`src/rtl/cobertura_pkg.sv`:
```
// Definitions shared by the cover actuator and the cover controller bench:
// motion states and the motor direction encoding.
package cobertura_pkg;

    typedef enum logic [1:0] {
        PARADO   = 2'd0,
        ABRINDO  = 2'd1,
        FECHANDO = 2'd2,
        PAUSA    = 2'd3
    } estado_t;

    localparam logic DIR_ABRIR  = 1'b1;
    localparam logic DIR_FECHAR = 1'b0;

endpackage

```
`src/rtl/contador_passo.sv`:
```
// Loadable down-counter with enable; o_tc flags that the count has reached zero.
// Load wins over enable, and the count holds at zero until reloaded.
module contador_passo #(
    parameter int W = 2
) (
    input  logic         clk,
    input  logic         rst_n,
    input  logic         i_load,
    input  logic [W-1:0] i_valor,
    input  logic         i_en,
    output logic         o_tc
);

    logic [W-1:0] r_cnt;

    assign o_tc = (r_cnt == '0);

    always_ff @(posedge clk or negedge rst_n) begin
        if (!rst_n) begin
            r_cnt <= '0;
        end else if (i_load) begin
            r_cnt <= i_valor;
        end else if (i_en && !o_tc) begin
            r_cnt <= r_cnt - W'(1);
        end
    end

endmodule

```
`src/rtl/atuador_cobertura.sv`:
```
// Retractable-cover motor plant: turns open/close levels into stepped position
// motion, inserts a motor-off dead-time on reversal and reports the limit switches.
module atuador_cobertura
    import cobertura_pkg::*;
#(
    parameter int CURSO     = 8,
    parameter int PASSO_DIV = 4,
    parameter int PAUSA     = 3
) (
    input  logic                       clk,
    input  logic                       rst_n,
    input  logic                       abrir,
    input  logic                       fechar,
    output logic                       motor_on,
    output logic                       motor_dir,
    output logic                       e,
    output logic                       d,
    output logic [$clog2(CURSO+1)-1:0] posicao,
    output logic                       conflito
);

    localparam int PW = $clog2(CURSO + 1);
    localparam int SW = (PASSO_DIV > 1) ? $clog2(PASSO_DIV) : 1;
    localparam int ZW = (PAUSA > 1) ? $clog2(PAUSA) : 1;
    localparam logic [PW-1:0] FIM = PW'(CURSO);

    estado_t       r_estado, w_nxt_estado;
    logic          r_dir, w_nxt_dir;
    logic [PW-1:0] r_posicao, w_nxt_pos;
    logic          r_conflito;

    logic w_cmd_abrir, w_cmd_fechar, w_conflito;
    logic w_fim, w_zero;
    logic w_step_load, w_step_en, w_step_tc;
    logic w_pausa_load, w_pausa_en, w_pausa_tc;

    assign w_cmd_abrir  = abrir & ~fechar;
    assign w_cmd_fechar = fechar & ~abrir;
    assign w_conflito   = abrir & fechar;
    assign w_fim        = (r_posicao == FIM);
    assign w_zero       = (r_posicao == '0);

    assign motor_on  = (r_estado == ABRINDO) || (r_estado == FECHANDO);
    assign motor_dir = r_dir;
    assign e         = w_fim;
    assign d         = w_zero;
    assign posicao   = r_posicao;
    assign conflito  = r_conflito;

    assign w_step_en  = motor_on;
    assign w_pausa_en = (r_estado == cobertura_pkg::PAUSA);

    // Counters are loaded with N-1 so the terminal count lands N edges after the load.
    contador_passo #(.W(SW)) u_passo (
        .clk     (clk),
        .rst_n   (rst_n),
        .i_load  (w_step_load),
        .i_valor (SW'(PASSO_DIV - 1)),
        .i_en    (w_step_en),
        .o_tc    (w_step_tc)
    );

    contador_passo #(.W(ZW)) u_pausa (
        .clk     (clk),
        .rst_n   (rst_n),
        .i_load  (w_pausa_load),
        .i_valor (ZW'(PAUSA - 1)),
        .i_en    (w_pausa_en),
        .o_tc    (w_pausa_tc)
    );

    always_comb begin
        w_nxt_estado = r_estado;
        w_nxt_dir    = r_dir;
        w_nxt_pos    = r_posicao;
        w_step_load  = 1'b0;
        w_pausa_load = 1'b0;
        case (r_estado)
            PARADO: begin
                if (w_cmd_abrir && !w_fim) begin
                    w_nxt_estado = ABRINDO;
                    w_nxt_dir    = DIR_ABRIR;
                    w_step_load  = 1'b1;
                end else if (w_cmd_fechar && !w_zero) begin
                    w_nxt_estado = FECHANDO;
                    w_nxt_dir    = DIR_FECHAR;
                    w_step_load  = 1'b1;
                end
            end
            ABRINDO: begin
                if (w_cmd_fechar) begin
                    w_nxt_estado = cobertura_pkg::PAUSA;
                    w_nxt_dir    = DIR_FECHAR;
                    w_pausa_load = 1'b1;
                end else if (!w_cmd_abrir) begin
                    w_nxt_estado = PARADO;
                end else if (w_step_tc) begin
                    w_nxt_pos   = r_posicao + PW'(1);
                    w_step_load = 1'b1;
                    if (r_posicao == FIM - PW'(1))
                        w_nxt_estado = PARADO;
                end
            end
            FECHANDO: begin
                if (w_cmd_abrir) begin
                    w_nxt_estado = cobertura_pkg::PAUSA;
                    w_nxt_dir    = DIR_ABRIR;
                    w_pausa_load = 1'b1;
                end else if (!w_cmd_fechar) begin
                    w_nxt_estado = PARADO;
                end else if (w_step_tc) begin
                    w_nxt_pos   = r_posicao - PW'(1);
                    w_step_load = 1'b1;
                    if (r_posicao == PW'(1))
                        w_nxt_estado = PARADO;
                end
            end
            default: begin
                // Dead-time: only a conflict cuts it short; other command changes wait.
                if (w_conflito) begin
                    w_nxt_estado = PARADO;
                end else if (w_pausa_tc) begin
                    w_nxt_estado = PARADO;
                    if (r_dir == DIR_ABRIR && w_cmd_abrir && !w_fim) begin
                        w_nxt_estado = ABRINDO;
                        w_step_load  = 1'b1;
                    end else if (r_dir == DIR_FECHAR && w_cmd_fechar && !w_zero) begin
                        w_nxt_estado = FECHANDO;
                        w_step_load  = 1'b1;
                    end
                end
            end
        endcase
    end

    always_ff @(posedge clk or negedge rst_n) begin
        if (!rst_n) begin
            r_estado   <= PARADO;
            r_dir      <= DIR_FECHAR;
            r_posicao  <= '0;
            r_conflito <= 1'b0;
        end else begin
            r_estado   <= w_nxt_estado;
            r_dir      <= w_nxt_dir;
            r_posicao  <= w_nxt_pos;
            r_conflito <= w_conflito;
        end
    end

endmodule

```
`config.mk`:
```
export PLATFORM = sky130hd
export DESIGN_NAME = atuador_cobertura
export DESIGN_NICKNAME = d
export VERILOG_FILES = /design/src/rtl/cobertura_pkg.sv /design/src/rtl/contador_passo.sv /design/src/rtl/atuador_cobertura.sv
export SDC_FILE = /design/constraint.sdc
export NUM_CORES = 1
export LEC_CHECK = 0
export BUFFER_PORTS_ARGS = -buffer_cell sky130_fd_sc_hd__clkbuf_2
export CAP_MARGIN = 0
export CORE_ASPECT_RATIO = 0.75
export CORE_MARGIN = 1.5
export CORE_UTILIZATION = 55
export CTS_BUF_LIST = sky130_fd_sc_hd__clkbuf_8
export DETAILED_ROUTE_END_ITERATION = 10
export PLACE_DENSITY = 0.76
export SYNTH_ARGS = -nofsm -noshare
export SYNTH_HDL_FRONTEND = slang
export SYNTH_HIERARCHICAL = 1
export SYNTH_SLANG_ARGS = --single-unit
export TNS_END_PERCENT = 100
```
`constraint.sdc`:
```
create_clock -name clk -period 5.6 [get_ports clk]
set_clock_uncertainty 0.2 [all_clocks]
set_input_delay 0.28 -clock clk [delete_from_list [all_inputs] [get_ports clk]]
set_output_delay 0.28 -clock clk [all_outputs]
set_load 0.01 [all_outputs]
```
==> impl_metrics.json <==
{
  "outcome": "finished clean",
  "p_clk_share_pct": 13.8,
  "postCtsHoldBufs": 1,
  "cts.htree.levels": 1,
  "fin_crit_sh_pct": 46.5,
  "start_util_pct": 59.3,
  "cts_tree": "done",
  "core_area_sq_um": 1760,
  "synth_compound_area_share_pct": 16.9,
  "synth_fa_ha_area_share_pct": 12.0,
  "yosys.area.top_type": "dfrtp_1",
  "area_delta_synth_final_pct": 14.7,
  "switching_share_pct": 45.5,
  "dr_total_vias": 897,
  "synth_area_sq_um": 1040,
  "cp_cell_sequence": "inv_1, ha_1, nor3b_2, o22ai_1, a221oi_1, a21oi_1, or4b_1, o311ai_0",
  "dieArea_sq_um": 2170,
  "reg2reg_depth": 8,
  "grt.overflow.total": 0,
  "fmaxAchievable_ghz": 0.384,
  "whs_path_depth": 2,
  "fin_ws_ps": 3000,
  "final_cells": 148,
  "clk_root_buffer_cell": "clkbuf_8",
  "synth_top_family_by_area": "simple AND/OR/NAND/NOR gates",
  "gp_congestion": 0.838,
  "power.switching_uw": 323,
  "track_usage_pct": 24.2,
  "wirelength_um": 2330,
  "num_rows": 13,
  "cp_slowest_cell": "or4b_1",
  "r2r_slack_ps": 3000,
  "p_leak_nw": 0.568,
  "post-route-drc-count": 0,
  "worstHoldStart": "fechar",
  "synth-seq-cells": 12,
  "grt_antenna_before_repair": 0,
  "die_w_um": 53.2,
  "multi_input_area_sq_um": 697,
  "critPathBufInv": 1,
  "cts_setup_buffers": 0,
  "drv_slew": 0,
  "synth_top_cell_area_share_pct": 28.8,
  "fin_nets": 141,
  "async_flop_share_pct": 100,
  "power_density_nw_per_um2": 595,
  "final-setup-viol-count": 0,
  "finalHoldViolCount": 0,
  "dpl.cell_count": 143,
  "required_ps": 5540,
  "hold_path_class": "in -> reg",
  "whs_ps": 182,
  "dr.pass1.iters": 4,
  "ys_seq_area_share_pct": 28.8,
  "worstSetupStartpointType": "register",
  "nFillCells": 146,
  "post_cts_resize_count": 0,
  "r2r_start": "posicao[1]",
  "layout-drive-gt1-share_pct": 20.6,
  "syn_avg_cell_area_sq_um": 9.55,
  "dp_slack_ps": 3050,
  "tns_ps": 0,
  "min_to": "conflito",
  "first_global_vias": 758,
  "mostFrequentLayoutCells": "12 x dfrtp_1, 12 x clkbuf_2, 10 x inv_1, 10 x ha_1, 8 x nand2_1",
  "synth_cell_types": 45,
  "ir_drop_v": 0.000356,
  "synth_cells": 109,
  "clock_path_buffers": 2,
  "die_height_um": 40.7,
  "power_frac_seq_pct": 25.2,
  "worst_ep_arrival_time_ps": 2540,
  "path_clk_slew_ps": 60,
  "worst_skew_pair.late_latency_ps": 250,
  "worstPathMaxFanout": 6,
  "critPathTopFamily": "simple AND/OR/NAND/NOR gates",
  "reg2reg_to": "u_passo/r_cnt[1]",
  "synth_edf_count": 0,
  "synthMuxAreaShare_pct": 4.33,
  "final_core_util_pct": 67.9,
  "num_io_pins": 13,
  "ys.flop_type": "dfrtp_1",
  "p_int_uw": 388,
  "ys_warn_count": 6,
  "grt_pass1_wl_um": 3590,
  "diodes": 0,
  "cts_sinks": 12,
  "yosys-top-cells-area": "dfrtp_1 29%, ha_1 12%, or4b_1 3.8%",
  "criticalPathCategory": "reg -> reg",
  "maxCapViolations": 0,
  "dpl.hpwl_um": 1710,
  "drtIter0Drc": 27,
  "worst_setup_path_end_kind": "register",
  "grt_max_degree": 15,
  "period_needed_ps": 2600,
  "synthXorXnorAreaFrac_pct": 2.52,
  "crit_path_max_incr_delay_ps": 470,
  "viasPerCell": 6.06,
  "synthSimpleGateAreaFrac_pct": 29.7,
  "ant_nets": 0,
  "pwr-share-comb_pct": 61.0,
  "rsz0062_at_grt": "no",
  "cts_buffers": 3,
  "routedWlPerCell_um": 15.8,
  "seq_area_sq_um": 300,
  "portBuffers": 12
}
-- state kept, by name, summed over array words and instances (netlist names) --
name	count
u_passo/r_cnt	2
motor_dir	1
r_estado	2
conflito	1
posicao	4
u_pausa/r_cnt	2
-- power by group through the flow --
| stage | Clock, mW | Combinational [mW] | Sequential [mW] |
|---|---|---|---|
| 3_5_place_dp | 0 | 0.426 | 0.179 |
| 6_report | 0.0983 | 0.433 | 0.179 |
| 3_3_place_gp | 0 | 0.419 | 0.177 |
| 5_1_grt | 0.102 | 0.481 | 0.184 |
| 2_1_floorplan | 0 | 0.319 | 0.177 |
| 4_1_cts | 0.0995 | 0.430 | 0.178 |
-- how the worst max path moves through the flow --
stage / from / end / slack, ps / depth (start not counted)
CTS: posicao[1] / u_passo/r_cnt[1] / 3030 / 8
floorplan: posicao[0] / u_passo/r_cnt[1] / 3110 / 8
finish: posicao[1] / u_passo/r_cnt[1] / 3000 / 8
global route: posicao[1] / u_passo/r_cnt[1] / 2780 / 8
detailed placement: posicao[1] / u_passo/r_cnt[1] / 3050 / 8
global placement: posicao[1] / u_passo/r_cnt[1] / 3160 / 8
-- worst reg2reg max path, delay by kind of cell, from the launching register on --
kind	cells	cell delay, ps
AOI/OAI and AO/OA	4	710
adders and majority gates	1	250
buffers and inverters	1	140
DFF	1	440
and+or+nand+nor	2	770
-- cell families (layout without fill, tap and decap cells) --
family / after synthesis / in the layout
mux: 4 / 4
buf+inv: 13 / 28
other cells: 2 / 4
compound gates: 22 / 22
flops: 12 / 12
xor+xnor: 3 / 3
simple gates: 43 / 43
fa+ha+maj: 10 / 10
-- cell usage after synthesis, types with 2 or more instances --
cell	number
conb_1	2
or4b_1	4
mux2_1	3
nor3_1	2
o22ai_1	2
a2bb2oi_1	2
nand2_1	8
nor2b_1	4
o311ai_0	2
o21ai_0	2
clkbuf_1	2
xnor2_1	3
or2b_1	3
nand3b_1	3
o221a_1	2
and2b_1	2
ha_1	10
o211ai_2	2
inv_1	10
nand3_1	2
dfrtp_1	12
a21oi_1	3
a221oi_1	2
-- final cells by class --
class | count | share of cell area [%]
Sequential cell | 12 | 25.2
Timing Repair Buffer | 13 | 5.87
Tap cell | 22 | 2.31
Multi-Input combinational cell | 86 | 58.4
Clock buffer | 4 | 4.61
Inverter | 11 | 3.67
-- metrics by stage --
step / total power [mW] / cell area, sq um
floorplan: 0.496 / 1050
global placement: 0.596 / 1130
detailed placement: 0.605 / 1130
CTS: 0.707 / 1190
global route: 0.767 / 1190
finish: 0.711 / 1190
-- layer usage --
layer	share of wire, %	GRT usage [%]
met1	50	35.0
met4	1.0	5.77
met3	8.4	8.03
met2	41	34.6
met5	0	0
Power figures use the tool's default switching activity.
